--- src/rtl/mdu_pkg.sv ---
// Shared MDU package: divider FSM state encoding, RISC-V M-extension
// divide/remainder type codes and the default operand width.
package mdu_pkg;

  localparam int XLEN_DEFAULT = 32;

  // div_type[0] = unsigned, div_type[1] = remainder
  localparam logic [1:0] DIV_T  = 2'b00;
  localparam logic [1:0] DIVU_T = 2'b01;
  localparam logic [1:0] REM_T  = 2'b10;
  localparam logic [1:0] REMU_T = 2'b11;

  typedef enum logic [2:0] {
    DIV_WAIT_VALID  = 3'd0,
    DIV_PRE_COMPUTE = 3'd1,
    DIV_COMPUTE     = 3'd2,
    DIV_POST        = 3'd3,
    DIV_DONE        = 3'd4
  } div_state_e;

endpackage

--- src/rtl/radix_2_div.sv ---
// Iterative RISC-V divider (DIV/DIVU/REM/REMU).
// Restoring radix-2 division on operand magnitudes, one quotient bit per
// cycle, with the sign fix-up applied once at the end. Divide-by-zero and
// signed overflow short-circuit straight to the result.
//
// Ports:
//   clk           clock
//   rst           asynchronous active-high reset
//   div_in_valid  request, only looked at while idle
//   div_type      [0]=unsigned, [1]=remainder
//   dividend      rs1, captured on the accept edge
//   divisor       rs2, captured on the accept edge
//   cpu_busy      CPU cannot take the result yet; holds the done state
//   div_out       registered quotient or remainder
//   div_out_valid high while the result is presented
//   div_busy      high whenever the unit is not idle
module radix_2_div
  import mdu_pkg::*;
#(
  parameter int XLEN = XLEN_DEFAULT
) (
  input  logic            clk,
  input  logic            rst,
  input  logic            div_in_valid,
  input  logic [1:0]      div_type,
  input  logic [XLEN-1:0] dividend,
  input  logic [XLEN-1:0] divisor,
  input  logic            cpu_busy,
  output logic [XLEN-1:0] div_out,
  output logic            div_out_valid,
  output logic            div_busy
);

  localparam int CNT_W = $clog2(XLEN);
  localparam logic [CNT_W-1:0] CNT_LAST = CNT_W'(XLEN - 1);
  localparam logic [XLEN-1:0]  MIN_NEG  = {1'b1, {(XLEN-1){1'b0}}};

  // Two's-complement magnitude; the most negative value maps to itself,
  // which is the correct unsigned magnitude.
  function automatic logic [XLEN-1:0] magnitude(input logic signed [XLEN-1:0] v,
                                                input logic is_signed);
    logic signed [XLEN-1:0] neg_v;
    neg_v = -v;
    if (is_signed && v[XLEN-1]) return $unsigned(neg_v);
    return $unsigned(v);
  endfunction

  function automatic logic [XLEN-1:0] negate_if(input logic signed [XLEN-1:0] v,
                                                input logic neg);
    logic signed [XLEN-1:0] neg_v;
    neg_v = -v;
    return neg ? $unsigned(neg_v) : $unsigned(v);
  endfunction

  div_state_e        state;
  logic [1:0]        type_r;
  logic [XLEN-1:0]   dividend_r;
  logic [XLEN-1:0]   divisor_r;
  logic [XLEN:0]     rem;
  logic [XLEN-1:0]   q;
  logic [CNT_W-1:0]  cnt;

  logic              is_signed;
  logic              is_rem;
  logic              div_by_zero;
  logic              overflow;
  logic              q_neg;
  logic              r_neg;
  logic [XLEN-1:0]   dvnd_abs;
  logic [XLEN-1:0]   dvsr_abs;
  logic [XLEN:0]     shifted;
  logic [XLEN:0]     trial;
  logic [XLEN-1:0]   special_res;
  logic [XLEN-1:0]   final_res;
  logic              rem_msb_unused;

  assign is_signed   = ~type_r[0];
  assign is_rem      = type_r[1];
  assign div_by_zero = (divisor_r == '0);
  assign overflow    = is_signed && (dividend_r == MIN_NEG) && (divisor_r == '1);

  // Quotient sign follows the operand sign mismatch; remainder follows the dividend.
  assign q_neg = is_signed & (dividend_r[XLEN-1] ^ divisor_r[XLEN-1]);
  assign r_neg = is_signed & dividend_r[XLEN-1];

  assign dvnd_abs = magnitude(dividend_r, is_signed);
  assign dvsr_abs = magnitude(divisor_r, is_signed);

  // One restoring step: bring down the next dividend bit, trial-subtract.
  assign shifted = {rem[XLEN-1:0], q[XLEN-1]};
  assign trial   = shifted - {1'b0, dvsr_abs};

  // The partial remainder stays below the divisor, so its top bit never
  // carries information once a step has completed.
  assign rem_msb_unused = rem[XLEN];

  // divisor==0: quotient all-ones, remainder = dividend.
  // overflow:   quotient = dividend (MIN_NEG), remainder = 0.
  always_comb begin
    special_res = '0;
    if (div_by_zero) special_res = is_rem ? dividend_r : '1;
    else             special_res = is_rem ? '0 : dividend_r;
  end

  assign final_res = is_rem ? negate_if(rem[XLEN-1:0], r_neg) : negate_if(q, q_neg);

  always_ff @(posedge clk or posedge rst) begin
    if (rst) begin
      state         <= DIV_WAIT_VALID;
      type_r        <= '0;
      dividend_r    <= '0;
      divisor_r     <= '0;
      rem           <= '0;
      q             <= '0;
      cnt           <= '0;
      div_out       <= '0;
      div_out_valid <= 1'b0;
      div_busy      <= 1'b0;
    end else begin
      case (state)
        DIV_WAIT_VALID: begin
          if (div_in_valid) begin
            type_r     <= div_type;
            dividend_r <= dividend;
            divisor_r  <= divisor;
            div_busy   <= 1'b1;
            state      <= DIV_PRE_COMPUTE;
          end
        end

        DIV_PRE_COMPUTE: begin
          if (div_by_zero || overflow) begin
            div_out       <= special_res;
            div_out_valid <= 1'b1;
            state         <= DIV_DONE;
          end else begin
            q     <= dvnd_abs;
            rem   <= '0;
            cnt   <= '0;
            state <= DIV_COMPUTE;
          end
        end

        DIV_COMPUTE: begin
          if (!trial[XLEN]) begin
            rem <= trial;
            q   <= {q[XLEN-2:0], 1'b1};
          end else begin
            rem <= shifted;
            q   <= {q[XLEN-2:0], 1'b0};
          end
          cnt <= cnt + 1'b1;
          if (cnt == CNT_LAST) state <= DIV_POST;
        end

        DIV_POST: begin
          div_out       <= final_res;
          div_out_valid <= 1'b1;
          state         <= DIV_DONE;
        end

        DIV_DONE: begin
          if (!cpu_busy) begin
            div_out_valid <= 1'b0;
            div_busy      <= 1'b0;
            state         <= DIV_WAIT_VALID;
          end
        end

        default: begin
          div_out_valid <= 1'b0;
          div_busy      <= 1'b0;
          state         <= DIV_WAIT_VALID;
        end
      endcase
    end
  end

endmodule
--- config.mk ---
export PLATFORM = sky130hd
export DESIGN_NAME = radix_2_div
export DESIGN_NICKNAME = d
export VERILOG_FILES = /design/src/rtl/mdu_pkg.sv /design/src/rtl/radix_2_div.sv
export SDC_FILE = /design/constraint.sdc
export NUM_CORES = 1
export LEC_CHECK = 0
export BUFFER_PORTS_ARGS = -buffer_cell sky130_fd_sc_hd__buf_2
export CORE_MARGIN = 2
export CORE_UTILIZATION = 35
export CTS_BUF_LIST = sky130_fd_sc_hd__clkbuf_8
export DETAILED_ROUTE_END_ITERATION = 10
export GPL_ROUTABILITY_DRIVEN = 0
export SLEW_MARGIN = 40
export SYNTH_ARGS = -nofsm -noshare
export SYNTH_HDL_FRONTEND = slang
export SYNTH_SLANG_ARGS = --single-unit
--- constraint.sdc ---
create_clock -name clk -period 11.8 [get_ports clk]
set_clock_uncertainty 0.2 [all_clocks]
set_input_delay 0.59 -clock clk [delete_from_list [all_inputs] [get_ports clk]]
set_output_delay 0.59 -clock clk [all_outputs]
set_load 0.005 [all_outputs]
==> run_results.csv <==
group,metric,value,unit
power_and_ir_drop,ir_drop,0.173,mV
floorplan,fp.dieH,191,um
floorplan,core-area,34500,um^2
logic_synthesis,yosys.cell_types.count,65,
clock_network,cts_made_buffers,17,
cells_and_area,areaGrowthSynthToFinish,10.2,%
timing,drv_slew,0,
timing,setup_viol,0,
cells_and_area,final_cell_mix,"dfrtp_1 (172), nor2_1 (121), nand2_1 (111), a21oi_1 (111), o21ai_0 (109)",
clock_network,insertion_delay,0.49,ns
detailed_routing,drt_iter0_markers,1032,
logic_synthesis,avgSynthCellArea,8.78,um^2
detailed_routing,wirelength,35700,um
detailed_routing,firstDrtPassIters,7,
cells_and_area,finalNonFillerCells,1905,
hold_path,min_path_type,"input pin to async pin",
place,place_hpwl,25900,um
worst_setup_path,worst-r2r-setup-slack,6.19,ns
worst_setup_path,setup.worst_path.end,"q[0]",
worst_setup_path,reg2reg_depth,16,
worst_setup_path,end_kind,"flop",
clock_network,h-tree-depth,4,
worst_setup_path,start_kind,"flop",
clock_network,hold_buffers,0,
global_routing,grt_max_degree,98,
place,placedCellCount,1872,
logic_synthesis,synthesis.nets,1502,
timing,clock.fmax,178,MHz
worst_setup_path,r2r_start,"divisor_r[2]",
worst_setup_path,worstPathRequired,11.94,ns
place,io_buffers,103,
worst_setup_path,cp.arrival,5.75,ns
power_and_ir_drop,power.leakage,0.00570,uW
logic_synthesis,synth_warnings,0,
outcome,status,"complete, but fails checks",
cells_and_area,fin_util,0.391,
logic_synthesis,ys_seq_area_frac,0.352,
timing,grt_setup_unrepaired,"false",
clock_network,cts_tree,"yes",
floorplan,start_util,0.355,
timing,timing.final.crit_share,0.476,
logic_synthesis,synthFlopType,"dfrtp_1",
clock_network,clock-root-buffer,"clkbuf_8",
detailed_routing,vias,10849,
detailed_routing,drcViolationCount,0,
clock_network,post-cts-setup-buffers,0,
clock_network,post_cts_resized,0,
global_routing,grt_use_total,0.199,
cells_and_area,layout_commonest_cell,"dfrtp_1",
clock_network,clk_path_buf_depth,2,
timing,final-hold-violation-count,2,
global_routing,overflow,0,
worst_setup_path,worstSetupStartpoint,"divisor_r[2]",
worst_setup_path,worstReg2RegEnd,"q[0]",
logic_synthesis,synth_seq_cells,172,
flow_run,maxCapViolCount,0,
clock_network,path_clk_slew,0.10,ns
global_routing,antenna_found_initial,1,
detailed_routing,routed_via_density,5.70,
logic_synthesis,syn_area,12200,um^2
logic_synthesis,syn_inst,1392,
timing,fin_setup_tns,0,ns
logic_synthesis,synth_edf_count,0,
worst_setup_path,cp_max_fo,39,
global_routing,grt_pass1_wl,57100,um
clock_network,clkSinkCount,172,
timing,min_period,5.61,ns
detailed_routing,wl_per_cell,18.7,um
floorplan,chipWidth,191,um
timing,relSlewSlack,0.481,
timing,whs,-0.00616,ns
timing,worstMarginPinSlew,0.771,ns
global_routing,grt_pass1_vias,9962,
outcome,violations,"negative hold slack",
cells_and_area,layout-drive-gt1-share,0.161,
floorplan,num_rows,68,
logic_synthesis,synthArstFlopShare,1.00,
detailed_routing,ant_nets,0,
floorplan,die_area,36400,um^2
floorplan,ios,104,
power_and_ir_drop,power_density,355,nW/um^2
worst_setup_path,path_class,"flop to flop",
cells_and_area,layout.nets,1546,
[flip-flops by register name, indices dropped and copies added, names as in the netlist]
register	count
type_r	2
dividend_r	32
div_out_valid	1
cnt	5
div_busy	1
state	3
rem	32
divisor_r	32
q	32
div_out	32
[logic make-up (layout without fill, tap and decap cells)]
group / after synthesis / in the layout / share of synthesized area
AND/OR/NAND/NOR: 411 / 411 / 0.164
AO/OA/AOI/OAI: 402 / 402 / 0.211
flip-flops: 172 / 172 / 0.352
XOR/XNOR: 144 / 144 / 0.103
buffers and inverters: 123 / 180 / 0.0405
multiplexers: 79 / 79 / 0.0708
adder cells (fa/ha/maj): 61 / 61 / 0.0587
other: 0 / 1 / 0
[power by group]
group / total [uW] / switching (uW) / leakage, uW / internal, uW
clock: 416 / 237 / 0.000198 / 179
combinational: 3050 / 1750 / 0.00337 / 1300
sequential: 1310 / 446 / 0.00213 / 865
[Yosys cell counts (26+ instances only)]
| cell | instances | share of area |
|---|---|---|
| mux2_2 | 60 | 0.055 |
| inv_1 | 26 | 0.0080 |
| a21oi_1 | 111 | 0.045 |
| a221o_1 | 27 | 0.022 |
| xnor2_1 | 66 | 0.047 |
| xor2_1 | 78 | 0.056 |
| nor2_1 | 121 | 0.037 |
| clkbuf_1 | 74 | 0.023 |
| dfrtp_1 | 172 | 0.35 |
| nand2_1 | 112 | 0.034 |
| nand3_1 | 33 | 0.014 |
| ha_1 | 39 | 0.040 |
| nor3_1 | 30 | 0.012 |
| o21ai_0 | 109 | 0.045 |
[layout make-up]
type                            count  area (um^2)
Sequential cell                   172         4300
Fill cell                        3510        21000
Timing Repair Buffer              121          658
Tap cell                          455          569
Antenna cell                        1         2.50
Clock inverter                     13          114
Clock buffer                       19          262
Inverter                           27          110
Multi-Input combinational cell   1097         7460
[routing by layer]
layer,track usage,share of wire
met1,0.285,0.47
met2,0.300,0.44
met3,0.0369,0.065
met4,0.0638,0.024
met5,0,0
[worst min-delay path by stage]
| stage | from | end | cells after the start | slack, ns |
|---|---|---|---|---|
| after CTS | rst | dividend_r[28] | 2 | 0.02 |
| final | rst | dividend_r[28] | 2 | -0.006 |
| after floorplan | cnt[3] | cnt[3] | 1 | 0.25 |
| after global placement | div_out[27] | div_out[27] | 2 | 0.26 |
| after global routing | rst | dividend_r[28] | 2 | 0.02 |
| after detailed placement | div_out[9] | div_out[9] | 2 | 0.27 |
[critical path, cell delays in order, from the launching register on]
cell and delay (ns):
dfrtp_1 0.45, or3_1 0.51, or4_1 0.50, or3_1 0.43, nor2_1 0.20, nand2_1 0.13, o21ai_0 0.21, xor2_1 0.10
ha_1 0.46, nand2_1 0.09, o21ai_0 0.29, o211ai_1 0.14, a21oi_1 0.43, mux2i_4 0.30, buf_4 0.44, nand2b_1 0.41
o221ai_1 0.19
[through the flow]
stage / hold slack (ns) / power, uW / setup WS, ns / instance area [um^2]
after global placement: 0.258 / 4270 / 6.39 / 13100
after floorplan: 0.249 / 3530 / 6.35 / 12200
after detailed placement: 0.266 / 4330 / 6.25 / 13100
after CTS: 0.0160 / 4760 / 6.23 / 13500
after global routing: 0.0156 / 5210 / 5.84 / 13500
final: -0.00616 / 4780 / 6.19 / 13500
Power figures use the tool's default switching activity.
